`config.mk`:
```
export PLATFORM = sky130hd
export DESIGN_NAME = la_trg_seq
export DESIGN_NICKNAME = d
export VERILOG_FILES = /design/src/rtl/la_trg_seq.sv
export SDC_FILE = /design/constraint.sdc
export NUM_CORES = 1
export LEC_CHECK = 0
export ABC_AREA = 1
export BUFFER_PORTS_ARGS = -buffer_cell sky130_fd_sc_hd__buf_2
export CAP_MARGIN = 30
export CORE_ASPECT_RATIO = 1.1
export CORE_UTILIZATION = 51
export DETAILED_ROUTE_END_ITERATION = 10
export HOLD_SLACK_MARGIN = 0.12
export PLACE_DENSITY = 0.89
export SYNTH_ARGS = -nofsm -noshare
export SYNTH_HDL_FRONTEND = slang
export SYNTH_SLANG_ARGS = --single-unit
```
`constraint.sdc`:
```
create_clock -name clk -period 5.4 [get_ports clk]
set_clock_uncertainty 0.05 [all_clocks]
set_input_delay 0.27 -clock clk [delete_from_list [all_inputs] [get_ports clk]]
set_output_delay 0.27 -clock clk [all_outputs]
set_load 0.03 [all_outputs]
```
`src/rtl/la_trg_seq.sv`:
```
// Multi-stage sequential trigger: walks up to SN pattern/edge conditions in order over an
// AXI4-stream of samples, pulsing sts_trg when the last active stage completes.
module la_trg_seq #(
  parameter  int DW = 8,
  parameter  int SN = 4,
  parameter  int CW = 16,
  localparam int NW = $clog2(SN + 1),
  localparam int SW = (SN > 1) ? $clog2(SN) : 1
) (
  input  logic             clk,
  input  logic             rstn,
  input  logic             ctl_rst,
  input  logic             ctl_arm,
  input  logic [NW-1:0]    cfg_num,
  input  logic [SN*DW-1:0] cfg_msk,
  input  logic [SN*DW-1:0] cfg_val,
  input  logic [SN*DW-1:0] cfg_pos,
  input  logic [SN*DW-1:0] cfg_neg,
  input  logic [SN*CW-1:0] cfg_cnt,
  output logic             sts_arm,
  output logic [SW-1:0]    sts_stg,
  output logic             sts_trg,
  output logic             sts_done,
  input  logic [DW-1:0]    sti_tdata,
  input  logic             sti_tlast,
  input  logic             sti_tvalid,
  output logic             sti_tready,
  output logic [DW-1:0]    sto_tdata,
  output logic             sto_tlast,
  output logic             sto_tvalid,
  input  logic             sto_tready
);

  typedef enum logic [1:0] {IDLE, ARMED, DONE} state_e;

  state_e        state_q;
  logic [SW-1:0] stg_q;
  logic [CW-1:0] cnt_q;
  logic [DW-1:0] prv_q;
  logic          pvl_q;
  logic          trg_q;
  logic          arm_q;
  logic          done_q;

  logic          xfer;
  logic [DW-1:0] cur_msk;
  logic [DW-1:0] cur_val;
  logic [DW-1:0] cur_pos;
  logic [DW-1:0] cur_neg;
  logic [CW-1:0] cur_cnt;
  logic [DW-1:0] pos;
  logic [DW-1:0] neg;
  logic          cmp;
  logic          edg;
  logic          hit;
  logic [NW-1:0] num_eff;
  logic          at_last;
  logic [CW:0]   need;
  logic [CW:0]   cnt_d;
  logic          reached;
  logic [SW-1:0] stg_d;

  assign sto_tdata  = sti_tdata;
  assign sto_tlast  = sti_tlast;
  assign sto_tvalid = sti_tvalid;
  assign sti_tready = sto_tready;
  assign xfer       = sti_tvalid & sto_tready;

  assign sts_arm  = arm_q;
  assign sts_stg  = stg_q;
  assign sts_trg  = trg_q;
  assign sts_done = done_q;

  always_comb begin
    cur_msk = '0;
    cur_val = '0;
    cur_pos = '0;
    cur_neg = '0;
    cur_cnt = '0;
    for (int s = 0; s < SN; s++) begin
      if (stg_q == SW'(s)) begin
        cur_msk = cfg_msk[s*DW +: DW];
        cur_val = cfg_val[s*DW +: DW];
        cur_pos = cfg_pos[s*DW +: DW];
        cur_neg = cfg_neg[s*DW +: DW];
        cur_cnt = cfg_cnt[s*CW +: CW];
      end
    end

    pos = pvl_q ? (~prv_q & sti_tdata) : '0;
    neg = pvl_q ? (prv_q & ~sti_tdata) : '0;
    cmp = ((sti_tdata ^ cur_val) & cur_msk) == '0;
    edg = ((cur_pos | cur_neg) == '0) ? 1'b1 : |((pos & cur_pos) | (neg & cur_neg));
    hit = cmp & edg;

    // Out-of-range configuration is clamped so a live reconfiguration can never strand the sequencer.
    if (cfg_num == '0) begin
      num_eff = NW'(1);
    end else if (cfg_num > NW'(SN)) begin
      num_eff = NW'(SN);
    end else begin
      num_eff = cfg_num;
    end
    at_last = NW'(stg_q) >= (num_eff - NW'(1));

    need    = (cur_cnt == '0) ? (CW+1)'(1) : {1'b0, cur_cnt};
    cnt_d   = {1'b0, cnt_q} + (CW+1)'(1);
    reached = cnt_d >= need;
    stg_d   = stg_q + SW'(1);
  end

  always_ff @(posedge clk or negedge rstn) begin
    if (!rstn) begin
      state_q <= IDLE;
      stg_q   <= '0;
      cnt_q   <= '0;
      prv_q   <= '0;
      pvl_q   <= 1'b0;
      trg_q   <= 1'b0;
      arm_q   <= 1'b0;
      done_q  <= 1'b0;
    end else if (ctl_rst) begin
      state_q <= IDLE;
      stg_q   <= '0;
      cnt_q   <= '0;
      prv_q   <= '0;
      pvl_q   <= 1'b0;
      trg_q   <= 1'b0;
      arm_q   <= 1'b0;
      done_q  <= 1'b0;
    end else begin
      trg_q <= 1'b0;
      if (xfer) begin
        prv_q <= sti_tdata;
        pvl_q <= 1'b1;
      end
      // Arming wins over evaluation: a transfer in the arming cycle only updates edge history.
      if (ctl_arm) begin
        state_q <= ARMED;
        arm_q   <= 1'b1;
        done_q  <= 1'b0;
        stg_q   <= '0;
        cnt_q   <= '0;
      end else if (state_q == ARMED && xfer && hit) begin
        if (reached) begin
          cnt_q <= '0;
          if (at_last) begin
            state_q <= DONE;
            arm_q   <= 1'b0;
            done_q  <= 1'b1;
            trg_q   <= 1'b1;
          end else begin
            stg_q <= stg_d;
          end
        end else begin
          cnt_q <= cnt_d[CW-1:0];
        end
      end
    end
  end

endmodule

```
; Word level (Yosys, flattened, before mapping)
; Index checks and enable logic that the tools add are counted.
; W data, S select, Z words.
[totals]
regBits = 32
latchBits = 0
mem_bits_rw = 0
mem_bits_ro = 0
in_bits = 210
wordCells = 104
mem_count = 0
[classes]
addsub = 3
n_mul = 0
div_mod_pow = 0
magnitude_cmp = 3
n_eq_ne = 5
shifts = 0
mux = 59
bitwise_logic = 12
reduce_logical = 14
[op_table]
columns = operator, n
row1 = $mux W8, 20
row2 = $mux W16, 9
row3 = $and A8 B8 Y8, 5
row4 = $mux W2, 10
row5 = $mux W1, 18
row6 = $add A16 B1 Y17 const B, 1
row7 = $ge A17 B16 Y1, 1
row8 = $logic_not A16 Y1, 1
row9 = $logic_not A8 Y1, 2
row10 = $not A8 Y8, 2
row11 = $or A8 B8 Y8, 2
row12 = $reduce_bool A3 Y1, 3
row13 = $reduce_or A8 Y1, 1
row14 = $xor A8 B8 Y8, 1
row15 = $mux W3, 2
row16 = $reduce_and A3 Y1, 2
row17 = $eq A2 B1 Y1 const B, 2
row18 = $eq A2 B2 Y1 const B, 2
row19 = $ge A2 B3 Y1, 1
row20 = $gt A3 B3 Y1 const B, 1
row21 = $logic_not A3 Y1, 1
row22 = $ne A3 B3 Y1 const B, 1
row23 = $sub A3 B1 Y3 const B, 1
row24 = $add A2 B1 Y2 const B, 1
row25 = 4 further kinds, 6

; Logic depth before layout (Yosys ltp)
[logic_depth]
depth_word = 14
depth_mapped = 23

; Least setup slack after synthesis
; Ideal clock, no wire load.
[synth_path]
path_kind = reg-to-reg
startpoint = register stg_q[1] (netlist: sts_stg[1])
endpoint = register cnt_q[12]
setup_ns = 0.074
t_arrival_ns = 3.323
t_required_ns = 5.276
path_slack_ns = 1.954
stages_incl_launch_ff = 23
n_path_buf = 4
period_less_slack_ns = 3.446
path_cell_list = dfrtp_1 inv_1 ha_1 buf_6 nor2_8 buf_6 clkbuf_1 a22oi_1 o21ai_0 o21ai_0 ha_1 nand2_1 inv_1 o21ai_0 nand2_1 a21oi_1 nor2_1 nor2_1 nand4_2 inv_1 buf_4 nand3_1 o21ai_2
[synth_via]
elab_chain_cells = 12
[synth_rtl]
columns = element, line_no
row1 = "start, declared", 37  ; logic [SW-1:0] stg_q;
row2 = "start signal, assigned", 153  ; stg_q <= stg_d;
row3 = $logic_not A2 Y1, 81  ; if (stg_q == SW'(s)) begin
row4 = $mux W16 / $mux W8 (equally long branches) (4 in series), 81
row5 = $logic_not A16 Y1 / $and A8 B8 Y8 (equally long branches), "106, 93"
row6 = $mux W16 / $or A8 B8 Y8 (equally long branches), "106, 93"
row7 = $ge A17 B16 Y1 / $reduce_or A8 Y1 (equally long branches), "108, 93"
row8 = $mux W16 / $mux W1 (equally long branches), "145, 93"
row9 = $mux W16 / $and A1 B1 Y1 (equally long branches), "144, 94"
row10 = $mux W16 / $logic_and A1 B1 Y1 (equally long branches), "138, 144"
row11 = $mux W16 / $reduce_bool A3 Y1 (equally long branches), n/a
row12 = "end signal, assigned", 156  ; cnt_q <= cnt_d[CW-1:0];
row13 = "end, declared", 38  ; logic [CW-1:0] cnt_q;
; Parallel ways exist; a longest one is shown, timed or not. The select of a mux whose other input is x is not followed.
; A chain may end at the register's enable or synchronous reset.

; Worst setup path in the final report
[layout_path]
startpoint = register stg_q[0] (netlist: sts_stg[0])
endpoint = register cnt_q[9]
; Same word-level chain as after synthesis.

==> metrics.txt <==
Comb pwr share a little over half; DIE AREA 8861 µm²; WS Path Type reg2reg; Mean Syn Cell Area 6.004 µm²; Clk pwr share a little over a fifth; worst skew pair latency 290 ps; 1st-iter DRT viols 317; Core ar. 8083 µm²; Worst Tran Pin Value 678.8 ps; Finished Cell Area 5433 µm²; number of synthesized flops with an enable pin 0; Routability Congestion ~0.93; Reg power frac 24.0%; Finished Layout Cells 1020; crit path launch sts_stg[0]; min Tclk post-route roughly 4000 ps; drt wl/cell 13.81 µm; CTS resizes 0; MaxCap Viol Count 0; Starting Density 53.56%; Ys Warns 0; vias per inst roughly 5.3; Clock transition at path regs 60 ps; CP delay by family, top buffers and inverters; Post-Syn Instances 721; Hold Fails Final Rpt 0; placed cells 1010; CP startpoint kind flip-flop; Critical Path AT around 4200 ps; Max Slew Vio Count 0; cts bufs inserted 5; cell mode on critical path o21ai_0; share of cells above drive strength 1 30.26%; initial antenna violation count 0; drt drc 0; CP max stage cell ha_2; P_sw 0.4355 mW; placed cell areas 5304 µm²; area grow syn2layout 25.49%; I/O Buffers around 220; net count after synthesis 955; H-tree Lvls 2; GRT Total Usage 30.92%; num ports 226; end-of-flow core utilization 67.21%; DRT Pass-1 Iters 5; final worst path period share 74.82%; internal power 0.5814 mW; RR Startpoint sts_stg[0]; hold wc startpoint ctl_arm; Yosys cell types 41; largest net degree at the start of global routing between 50 and 60; Die Span Y roughly 100 µm; Final #Nets 1145; Max clock buf depth 2; diodes inserted 0; sw frac 42.82%; sequential fraction of the synthesis area 17.34%; antenna-violating nets left 0; synth top area cells dfrtp_1, nand2_1, a21oi_1, nand3_1, ha_1; Leak Pwr 3.024 nW; status complete, no violations; post-synth top area share around 17%; final setup violation count 0; Post-synth top cells nand2_1, a21oi_1, inv_1; PwrDens roughly 190 nW/µm²; top_reg_cell synth dfrtp_1; post-route setup TNS 0 ps; Req. time, crit path 5530 ps; CP bufs+invs 3; unrepaired setup endpoints after global routing no; CP max FO 38; Hold WC Path Type in2reg; first-pass GRT wire length 22.38 mm; Mapped Area 4329 µm²; slowest stage delay, CP between 500 and 600 ps; vias 5448; biggest area consumer among synthesized cells dfrtp_1; Setup Buffers After CTS 0; Routed WL 14.09 mm; Critical Path End Type flip-flop; Root Driver clkbuf_8; most frequent cell after synthesis nand2_1; CTS tree yes; # rows 34; grt ovf 0; pre-CTS setup slack 1411 ps; Slew HR a little over half; fraction of registers with async set/reset 100.0%; HPWL Detailed 11.12 mm; critical-path cell list inv_1 -> ha_2 -> inv_2 -> o21ai_0 -> o21ai_0 -> o21ai_0 -> nand4_1 -> nor2_1 -> nand4_1 -> o31ai_1 -> ha_1 -> and3_1 -> nand4_1 -> nand4_2 -> inv_1 -> nand3_1 -> o21ai_0; Max Clk Rate 247.5 MHz; peak supply drop 0.1565 mV; vias in the first global route 4889; synthesis-stage register bit count 30; CTS Sinks 30; final worst setup slack about 1400 ps; Die W ~90 µm
## cell usage in the layout, fill, tap and decap left out, drive strengths merged, types with 14 or more instances in the layout
cell type / count
buf: 228
nand2: 190
a21oi: 75
inv: 72
nand3: 64
o21ai: 62
nor2: 55
dfrtp: 30
ha: 24
nor3: 20
or2: 20
nand4: 14
## kinds of logic after synthesis
group | Yosys count | share of synthesized area [%]
compound gates | 168 | 21.76
xor+xnor | 12 | 2.428
buf+inv | 120 | 13.81
fa+ha+maj | 24 | 6.936
flops | 30 | 17.34
simple gates | 367 | 37.72
## routing by layer
metal	share of wire [%]	GRT usage [%]	wire length (µm)
met3	7.7	4.938	1080
met4	2.0	8.071	287
met2	50	56.45	7034
met1	40	37.75	5686
met5	0	0	0
## final cells by class
| cell class | instances | area [µm²] |
|---|---|---|
| Multi-Input combinational cell | 571 | 2988 |
| Fill cell | 772 | 2650 |
| Timing Repair Buffer | 230 | 1174 |
| Sequential cell | 30 | 750.7 |
| Inverter | 73 | 276.5 |
| Tap cell | 108 | 135.1 |
| Clock buffer | 5 | 68.82 |
| Clock inverter | 3 | 40.04 |
## worst min-delay path, delay by kind of cell
kind                   cells  cell delay [ps]
buffers and inverters      1              100
AND/OR/NAND/NOR            2              100
## repair_timing
item / in CTS / in global routing
hold endpoints to repair: 31 / 0
endpoints found under the setup margin: 0 / 0
hold buffers: 2 / 0
## final timing paths
kind	to	slack (ps)	depth (start not counted)
worst max-delay path	cnt_q[9]	1360	17
worst min register to register	state_q[0]	470	2
worst max register to register	cnt_q[9]	1360	17
min in group asynchronous	cnt_q[11]	500	2
max in group asynchronous	cnt_q[8]	4370	2
worst min-delay path	state_q[0]	170	3
## registers in the layout, summed over array words and instances, names as in the netlist
register,count
prv_q,8
sts_stg,2
sts_trg,1
pvl_q,1
state_q,2
cnt_q,16
## power groups by stage
stage	clock network, mW	registers [mW]	logic (mW)
detailed placement	0	0.248	0.545
global route	0.237	0.245	0.623
floorplan	0	0.252	0.382
finish	0.222	0.244	0.551
global placement	0	0.248	0.540
CTS	0.222	0.244	0.547
## metrics by stage
step           hold slack [ps]  power, mW
2_1_floorplan           -75.59     0.6346
3_3_place_gp             285.7     0.7875
3_5_place_dp             293.5     0.7927
4_1_cts                  166.5      1.014
5_1_grt                  163.7      1.105
6_report                 166.4      1.017
Power figures use the tool's default switching activity.
